**config.mk**
```make
export PLATFORM = sky130hd
export DESIGN_NAME = scan_ctrl4
export DESIGN_NICKNAME = d
export VERILOG_FILES = /design/src/rtl/scan_ctrl4_pkg.sv /design/src/rtl/scan_prescaler.sv /design/src/rtl/scan_ctrl4.sv
export SDC_FILE = /design/constraint.sdc
export NUM_CORES = 1
export LEC_CHECK = 0
export ABC_CLOCK_PERIOD_IN_PS = 2400
export CAP_MARGIN = 20
export CORE_ASPECT_RATIO = 0.7
export CORE_MARGIN = 3
export CORE_UTILIZATION = 40
export DETAILED_ROUTE_END_ITERATION = 7
export PLACE_DENSITY_LB_ADDON = 0.05
export SYNTH_ARGS = -nofsm -noshare
export SYNTH_HDL_FRONTEND = slang
export SYNTH_HIERARCHICAL = 1
export SYNTH_SLANG_ARGS = --single-unit
```
**constraint.sdc**
```tcl
create_clock -name clk -period 2.4 [get_ports clk]
set_clock_uncertainty 0.1 [all_clocks]
set_input_delay 0.72 -clock clk [delete_from_list [all_inputs] [get_ports clk]]
set_output_delay 0.72 -clock clk [all_outputs]
set_load 0.02 [all_outputs]
```
**src/rtl/scan_ctrl4_pkg.sv**
```systemverilog
// Shared definitions for the four-digit scan sequencer:
// FSM state encoding, digit geometry and default timing.
package scan_ctrl4_pkg;

    typedef enum logic {
        ST_IDLE = 1'b0,
        ST_SCAN = 1'b1
    } state_t;

    localparam int NDIG         = 4;
    localparam int DIGW         = 2;
    localparam int NIBW         = 4;
    localparam int WORDW        = NDIG * NIBW;
    localparam int PRESCALE_DEF = 4;
    localparam int PW_DEF       = 8;

endpackage

```
**src/rtl/scan_prescaler.sv**
```systemverilog
// Digit-slot prescaler: counts 0..PRESCALE-1 while en, then wraps.
// Ports: clk, rst (async high), clr (sync clear), en; wrap = last count.
module scan_prescaler #(
    parameter int PRESCALE = 4,
    parameter int PW       = 8
) (
    input  logic clk,
    input  logic rst,
    input  logic clr,
    input  logic en,
    output logic wrap
);

    localparam logic [PW-1:0] LAST = PW'(PRESCALE - 1);

    logic [PW-1:0] count;

    assign wrap = (count == LAST);

    always_ff @(posedge clk or posedge rst) begin
        if (rst) begin
            count <= '0;
        end else if (clr) begin
            count <= '0;
        end else if (en) begin
            if (wrap) count <= '0;
            else      count <= count + PW'(1);
        end
    end

endmodule

```
**src/rtl/scan_ctrl4.sv**
```systemverilog
// Four-digit scan sequencer feeding a 2:4 decoder. Display words are
// taken on load/ready and applied only at frame boundaries.
// Ports: clk, rst (async high), en, load, din[15:0] -> ready, a, b,
//        nib[3:0], tick, frame, blank.
// Optional leading-zero blanking: define SCAN_CTRL4_LZB_EN.
module scan_ctrl4
    import scan_ctrl4_pkg::*;
#(
    parameter int PRESCALE = PRESCALE_DEF,
    parameter int PW       = PW_DEF
) (
    input  logic             clk,
    input  logic             rst,
    input  logic             en,
    input  logic             load,
    input  logic [WORDW-1:0] din,
    output logic             ready,
    output logic             a,
    output logic             b,
    output logic [NIBW-1:0]  nib,
    output logic             tick,
    output logic             frame,
    output logic             blank
);

    state_t            state;
    state_t            state_nx;
    logic [DIGW-1:0]   digit;
    logic [WORDW-1:0]  active;
    logic [WORDW-1:0]  pending;
    logic              pend_v;
    logic              wrap;
    logic              in_scan;
    logic              clr;
    logic              take;

    assign in_scan = (state == ST_SCAN);
    // Counters are held at zero in IDLE and cleared on the exit edge.
    assign clr     = ~in_scan | ~en;
    assign take    = load & ~pend_v;

    assign ready = ~pend_v;
    assign tick  = in_scan & wrap;
    assign frame = tick & (digit == DIGW'(NDIG - 1));
    assign a     = digit[1];
    assign b     = digit[0];
    assign nib   = active[NIBW*digit +: NIBW];

    scan_prescaler #(
        .PRESCALE (PRESCALE),
        .PW       (PW)
    ) u_pre (
        .clk  (clk),
        .rst  (rst),
        .clr  (clr),
        .en   (in_scan),
        .wrap (wrap)
    );

    always_ff @(posedge clk or posedge rst) begin
        if (rst) state <= ST_IDLE;
        else     state <= state_nx;
    end

    always_comb begin
        state_nx = state;
        unique case (state)
            ST_IDLE: if (en)  state_nx = ST_SCAN;
            ST_SCAN: if (!en) state_nx = ST_IDLE;
            default: state_nx = ST_IDLE;
        endcase
    end

    always_ff @(posedge clk or posedge rst) begin
        if (rst) begin
            digit <= '0;
        end else if (clr) begin
            digit <= '0;
        end else if (tick) begin
            digit <= digit + DIGW'(1);
        end
    end

    always_ff @(posedge clk or posedge rst) begin
        if (rst) begin
            active  <= '0;
            pending <= '0;
            pend_v  <= 1'b0;
        end else if (!in_scan) begin
            if (take) active <= din;
        end else if (!en) begin
            // Leaving SCAN: newest word wins so nothing is stranded
            // in pending while the scan is stopped.
            if (take)        active <= din;
            else if (pend_v) active <= pending;
            pend_v <= 1'b0;
        end else if (frame && pend_v) begin
            active <= pending;
            pend_v <= 1'b0;
        end else if (take) begin
            pending <= din;
            pend_v  <= 1'b1;
        end
    end

`ifdef SCAN_CTRL4_LZB_EN
    always_comb begin
        blank = 1'b0;
        unique case (digit)
            2'd1:    blank = (active[15:4]  == '0);
            2'd2:    blank = (active[15:8]  == '0);
            2'd3:    blank = (active[15:12] == '0);
            default: blank = 1'b0;
        endcase
    end
`else
    assign blank = 1'b0;
`endif

endmodule

```
Word-level counts from Yosys, hierarchy flattened
Index checks and enable logic that the tools add are counted.
{"block": "word_totals", "elab_cells": 44, "inputBits": 20, "register_bits": 44, "out_inout_bits": 10}
{"block": "classes", "n_addsub": 2, "n_eq_ne": 4, "shift": 1, "n_reduce_logical": 8, "n_mux": 15, "bitwise_logic": 8}
{"op": "$mux W16", "count": 6}
{"op": "$mux W8", "count": 3}
{"op": "$shiftx A16 B5 Y4", "count": 1}
{"op": "$add A8 B1 Y8 const B", "count": 1}
{"op": "$eq A8 B2 Y1 const B", "count": 1}
{"op": "$reduce_bool A2 Y1", "count": 3}
{"op": "$mux W1", "count": 4}
{"op": "$mux W2", "count": 2}
{"op": "$not A1 Y1", "count": 4}
{"op": "$reduce_and A4 Y1", "count": 1}
{"op": "$and A1 B1 Y1", "count": 3}
{"op": "$ne A3 B1 Y1 const B", "count": 1}
{"op": "$ne A3 B2 Y1 const B", "count": 1}
{"op": "$reduce_and A3 Y1", "count": 1}
{"op": "$reduce_bool A3 Y1", "count": 1}
{"op": "$add A2 B1 Y2 const B", "count": 1}
{"op": "$eq A2 B2 Y1 const B", "count": 1}
{"op": "$reduce_and A2 Y1", "count": 1}
{"op": "$logic_and A1 B1 Y1", "count": 1}
{"op": "$or A1 B1 Y1", "count": 1}

Depth between registers and ports, before layout
{"block": "logic_depth", "depth_word": 7, "mapped_depth": 7, "depth_no_buf": 6}

Cells and area by module
Netlist, hierarchy kept.
{"module": "scan_ctrl4", "cells_per_inst": 113, "seq_area_each_um2": 900.9, "area_each_um2": 1760.4, "instances": 1}
{"module": "scan_prescaler", "cells_per_inst": 48, "seq_area_each_um2": 200.2, "area_each_um2": 450.4, "instances": 1}

Worst setup path before layout
OpenSTA, ideal clock, no wires.
{"block": "synth_timing", "path_kind": "reg-to-reg", "startpoint": "register u_pre.count[0]", "endpoint": "register active[0]", "n_path_buf": 1, "path_stages_with_launch": 8, "setup_ns": 0.125, "arrival_ns": 2.381, "setup_slack_ns": -0.206, "path_cell_list": "dfrtp_1 > ha_1 > or4b_4 > nor2_1 > and3_2 > a2bb2oi_4 > buf_6 > mux2_2"}
{"block": "synth_between", "elab_chain_len": 6}
{"element": "start, declared", "line_no": "scan_prescaler.sv:16", "rtl": "logic [PW-1:0] count;"}
{"element": "start signal, assigned", "line_no": "scan_prescaler.sv:27", "rtl": "else count <= count + PW'(1);"}
{"element": "$eq A8 B2 Y1", "line_no": "scan_prescaler.sv:18", "rtl": "assign wrap = (count == LAST);"}
{"element": "named net wrap", "line_no": "scan_ctrl4.sv:32", "rtl": "logic wrap;"}
{"element": "$and A1 B1 Y1", "line_no": "scan_ctrl4.sv:43", "rtl": "assign tick = in_scan & wrap;"}
{"element": "$and A1 B1 Y1", "line_no": "scan_ctrl4.sv:44", "rtl": "assign frame = tick & (digit == DIGW'(NDIG - 1));"}
{"element": "named net frame", "line_no": "scan_ctrl4.sv:22", "rtl": "output logic frame,"}
{"element": "$logic_and A1 B1 Y1", "line_no": "scan_ctrl4.sv:97", "rtl": "end else if (frame && pend_v) begin"}
{"element": "$ne A3 B2 Y1 (no source line)"}
{"element": "$reduce_and A3 Y1 (no source line)"}
{"element": "end signal, assigned", "line_no": "scan_ctrl4.sv:94", "rtl": "if (take) active <= din;"}
{"element": "end signal, assigned", "line_no": "scan_ctrl4.sv:95", "rtl": "else if (pend_v) active <= pending;"}
{"element": "end signal, assigned", "line_no": "scan_ctrl4.sv:98", "rtl": "active <= pending;"}
{"element": "end, declared", "line_no": "scan_ctrl4.sv:29", "rtl": "logic [WORDW-1:0] active;"}
The timed path passes the listed nets, and every way through them passes these cells.
A chain may end at the register's enable or synchronous reset.

Worst setup path in the final report
{"block": "layout_timing", "startpoint": "register u_pre.count[1]", "endpoint": "output port frame"}
{"block": "layout_between", "elab_chain_len": 3}
{"element": "$eq A8 B2 Y1", "line_no": "scan_prescaler.sv:18"}
{"element": "named net wrap", "line_no": "scan_ctrl4.sv:32"}
{"element": "$and A1 B1 Y1", "line_no": "scan_ctrl4.sv:43"}
{"element": "$and A1 B1 Y1", "line_no": "scan_ctrl4.sv:44"}
{"element": "end, declared", "line_no": "scan_ctrl4.sv:22"}
The timed path passes the listed nets, and every way through them passes these cells.

==> reports/qor.csv <==
stage;metric;value;unit
global_route;grtUsageTotal;15.6;%
global_route;grt_pass1_vias;1486;
logic_synthesis;synthArstFlopShare;100;%
logic_synthesis;synth_ff_type;dfrtp_1;
placed_design;place_area;2750;um^2
clock_network;clock_latency;0.29;ns
die;pin_count;30;
clock_network;h-tree-depth;2;
die;core;5040;um^2
route;vias;1458;
logic_synthesis;synth_area_per_cell;13.7;um^2
status;failed_checks;negative setup slack;
sta;period_needed;2.57;ns
cells_and_area;design_area;2930;um^2
logic_synthesis;synthDistinctLibCells;34;
sta;slew_viol_final;0;
worst_hold_path;hp-start;pending[7];
die;die_y;68.2;um
clock_network;clk_pin_slew;0.07;ns
logic_synthesis;synth_area_leaders;dfrtp_1 (50%), mux2_2 (20%), mux2_4 (6.1%);
logic_synthesis;synth_top_area_share;49.8;%
cells_and_area;final_cell_mix;dfrtp_1 (44), mux2_2 (38), clkdlybuf4s50_1 (21), buf_4 (21), mux2_4 (10);
setup_path;cpPeakStageDelay;0.49;ns
setup_path;r2r_start;u_pre/count[1];
die;die_w;94.9;um
route;route.detailed.drc;0;
clock_network;clockBufferDepth;2;
power;power_density;750;nW/um^2
setup_path;arrival;1.75;ns
cells_and_area;fin_nets;238;
sta;setup_slack;-0.174;ns
cells_and_area;antenna_cells;0;
sta;setup_tns;-0.319;ns
route;drtIter0Drc;15;
global_route;grt_max_degree;37;
route;avgRoutedWirePerCell;16.1;um
clock_network;cts_hold_buf;0;
clock_network;numCtsBuffers;5;
global_route;grt_remaining_overflow;0;
setup_path;rrSetupSlack;0;ns
sta;rsz0062_at_grt;yes;
route;vias_per_cell;5.12;
cells_and_area;syn_to_final_growth;32.5;%
sta;max_freq;389;MHz
clock_network;root_buffer;clkbuf_8;
placed_design;place_hpwl;3.19;mm
clock_network;tritoncts;done;
power;power;2.20;mW
logic_synthesis;synth.yosys.seq_area_share;49.8;%
setup_path;critPathKind;reg -> out;
logic_synthesis;synth_top_area_cell;dfrtp_1;
setup_path;crit_chain;ha_2 -> or4b_4 -> nor2_4 -> and3_4 -> buf_6;
status;status;finished, violations left;
cells_and_area;final_common_cell;dfrtp_1;
setup_path;worstSetupEndpointType;output pin;
sta;period_share;107;%
logic_synthesis;synth-seq-cells;44;
setup_path;slowest_stage;or4b_4;
setup_path;worst_setup_path_start_kind;flip-flop;
sta;final_hold_viol_count;0;
worst_hold_path;hold_class;reg -> reg;
die;start_util;43.8;%
logic_synthesis;synth-edff-count;0;
placed_design;port_buffers;28;
die;rows;21;
setup_path;worstPathRequired;1.58;ns
route;ant_nets;0;
die;die-area;6470;um^2
setup_path;path_max_fanout;3;
logic_synthesis;synth_area;2210;um^2
power;vdd_drop_max;0.403;mV
logic_synthesis;syn_nets;183;
sta;setup_viol;6;
placed_design;routabilityCongestion;0.865;
route;drt_wl_total;4.59;mm
global_route;antenna_found_initial;0;
setup_path;setup.worst_path.start;u_pre/count[1];
logic_synthesis;syn_inst;161;
run;maxCapViolCount;0;
cells_and_area;drive_gt1_share;47.2;%
global_route;grt_pass1_wl;7.39;mm
power;leakagePower;1.31;nW
clock_network;cts.sinks;44;
placed_design;place_ws;-0.404;ns
route;drt_first_pass_iters;4;
cells_and_area;finalCoreUtilization;58.1;%
logic_synthesis;yosys_warnings;6;
[worst max-delay path, delay by kind of cell (launching register included)]
family / cells / cell delay (ns)
DFF: 1 / 0.36
adders and majority gates: 1 / 0.19
and+or+nand+nor: 3 / 0.81
buffers and inverters: 1 / 0.11
[synth_stat cells, types with 2 or more instances]
library cell / instances
mux4_2: 4
o2111ai_1: 3
o211ai_1: 2
o21ai_0: 5
nor2_1: 5
xor2_1: 2
o21ai_2: 2
dfrtp_1: 44
buf_6: 4
mux2_2: 39
nand2_1: 6
mux2_4: 9
a21oi_1: 6
or3_1: 3
ha_1: 2
inv_1: 7
[cell families (layout without fill, tap and decap cells)]
logic type | after synthesis | in the layout | share of synthesized area, %
other cells | 1 | 1 | 0.170
xor+xnor | 3 | 3 | 1.19
buf+inv | 14 | 69 | 3.96
mux | 53 | 53 | 30.5
compound gates | 20 | 20 | 7.30
fa+ha+maj | 2 | 2 | 1.13
simple gates | 24 | 24 | 5.94
flops | 44 | 44 | 49.8
[cell type report]
| class | count | area (um^2) |
|---|---|---|
| Clock buffer | 5 | 68.8 |
| Clock inverter | 2 | 60.1 |
| Fill cell | 409 | 2110 |
| Inverter | 7 | 26.3 |
| Multi-Input combinational cell | 103 | 1040 |
| Sequential cell | 44 | 1100 |
| Tap cell | 69 | 86.3 |
| Timing Repair Buffer | 55 | 548 |
[power breakdown]
group          switching (mW)  leakage, nW  total [mW]  internal, mW
Sequential             0.0911        0.544        1.01         0.917
Combinational           0.199        0.698       0.539         0.340
Clock                   0.241       0.0642       0.650         0.410
Total                   0.531         1.31        2.20          1.67
[path summary, 6_finish.rpt]
check                            endpoint  depth (start not counted)
max in group asynchronous      active[15]                          3
max reg2reg                     active[4]                          8
min                            pending[7]                          1
min in group asynchronous  u_pre/count[4]                          2
min reg2reg                    pending[7]                          1
max                                 frame                          5
[registers in the layout, summed over array words and instances, names as in the netlist]
name,flops
u_pre/count,8
digit,2
pending,16
pend_v,1
active,16
in_scan,1
[timing repair]
item	in CTS	in global routing
pin swaps	3	3
buffers inserted	4	2
cloned	0	1
resized for setup	28	2
endpoints found under the setup margin	6	19
[through the flow]
stage / cells / hold slack, ns
finish: 285 / 0.406
global route: 285 / 0.427
CTS: 283 / 0.408
detailed placement: 272 / 0.390
global placement: 272 / 0.382
floorplan: 161 / 0.375
[per-layer routing]
layer  global-route usage [%]  wire [um]
met3                     4.51        239
met5                        0          0
met1                     21.6       2350
met2                     23.6       1970
met4                     5.40         32
Power figures use the tool's default switching activity.
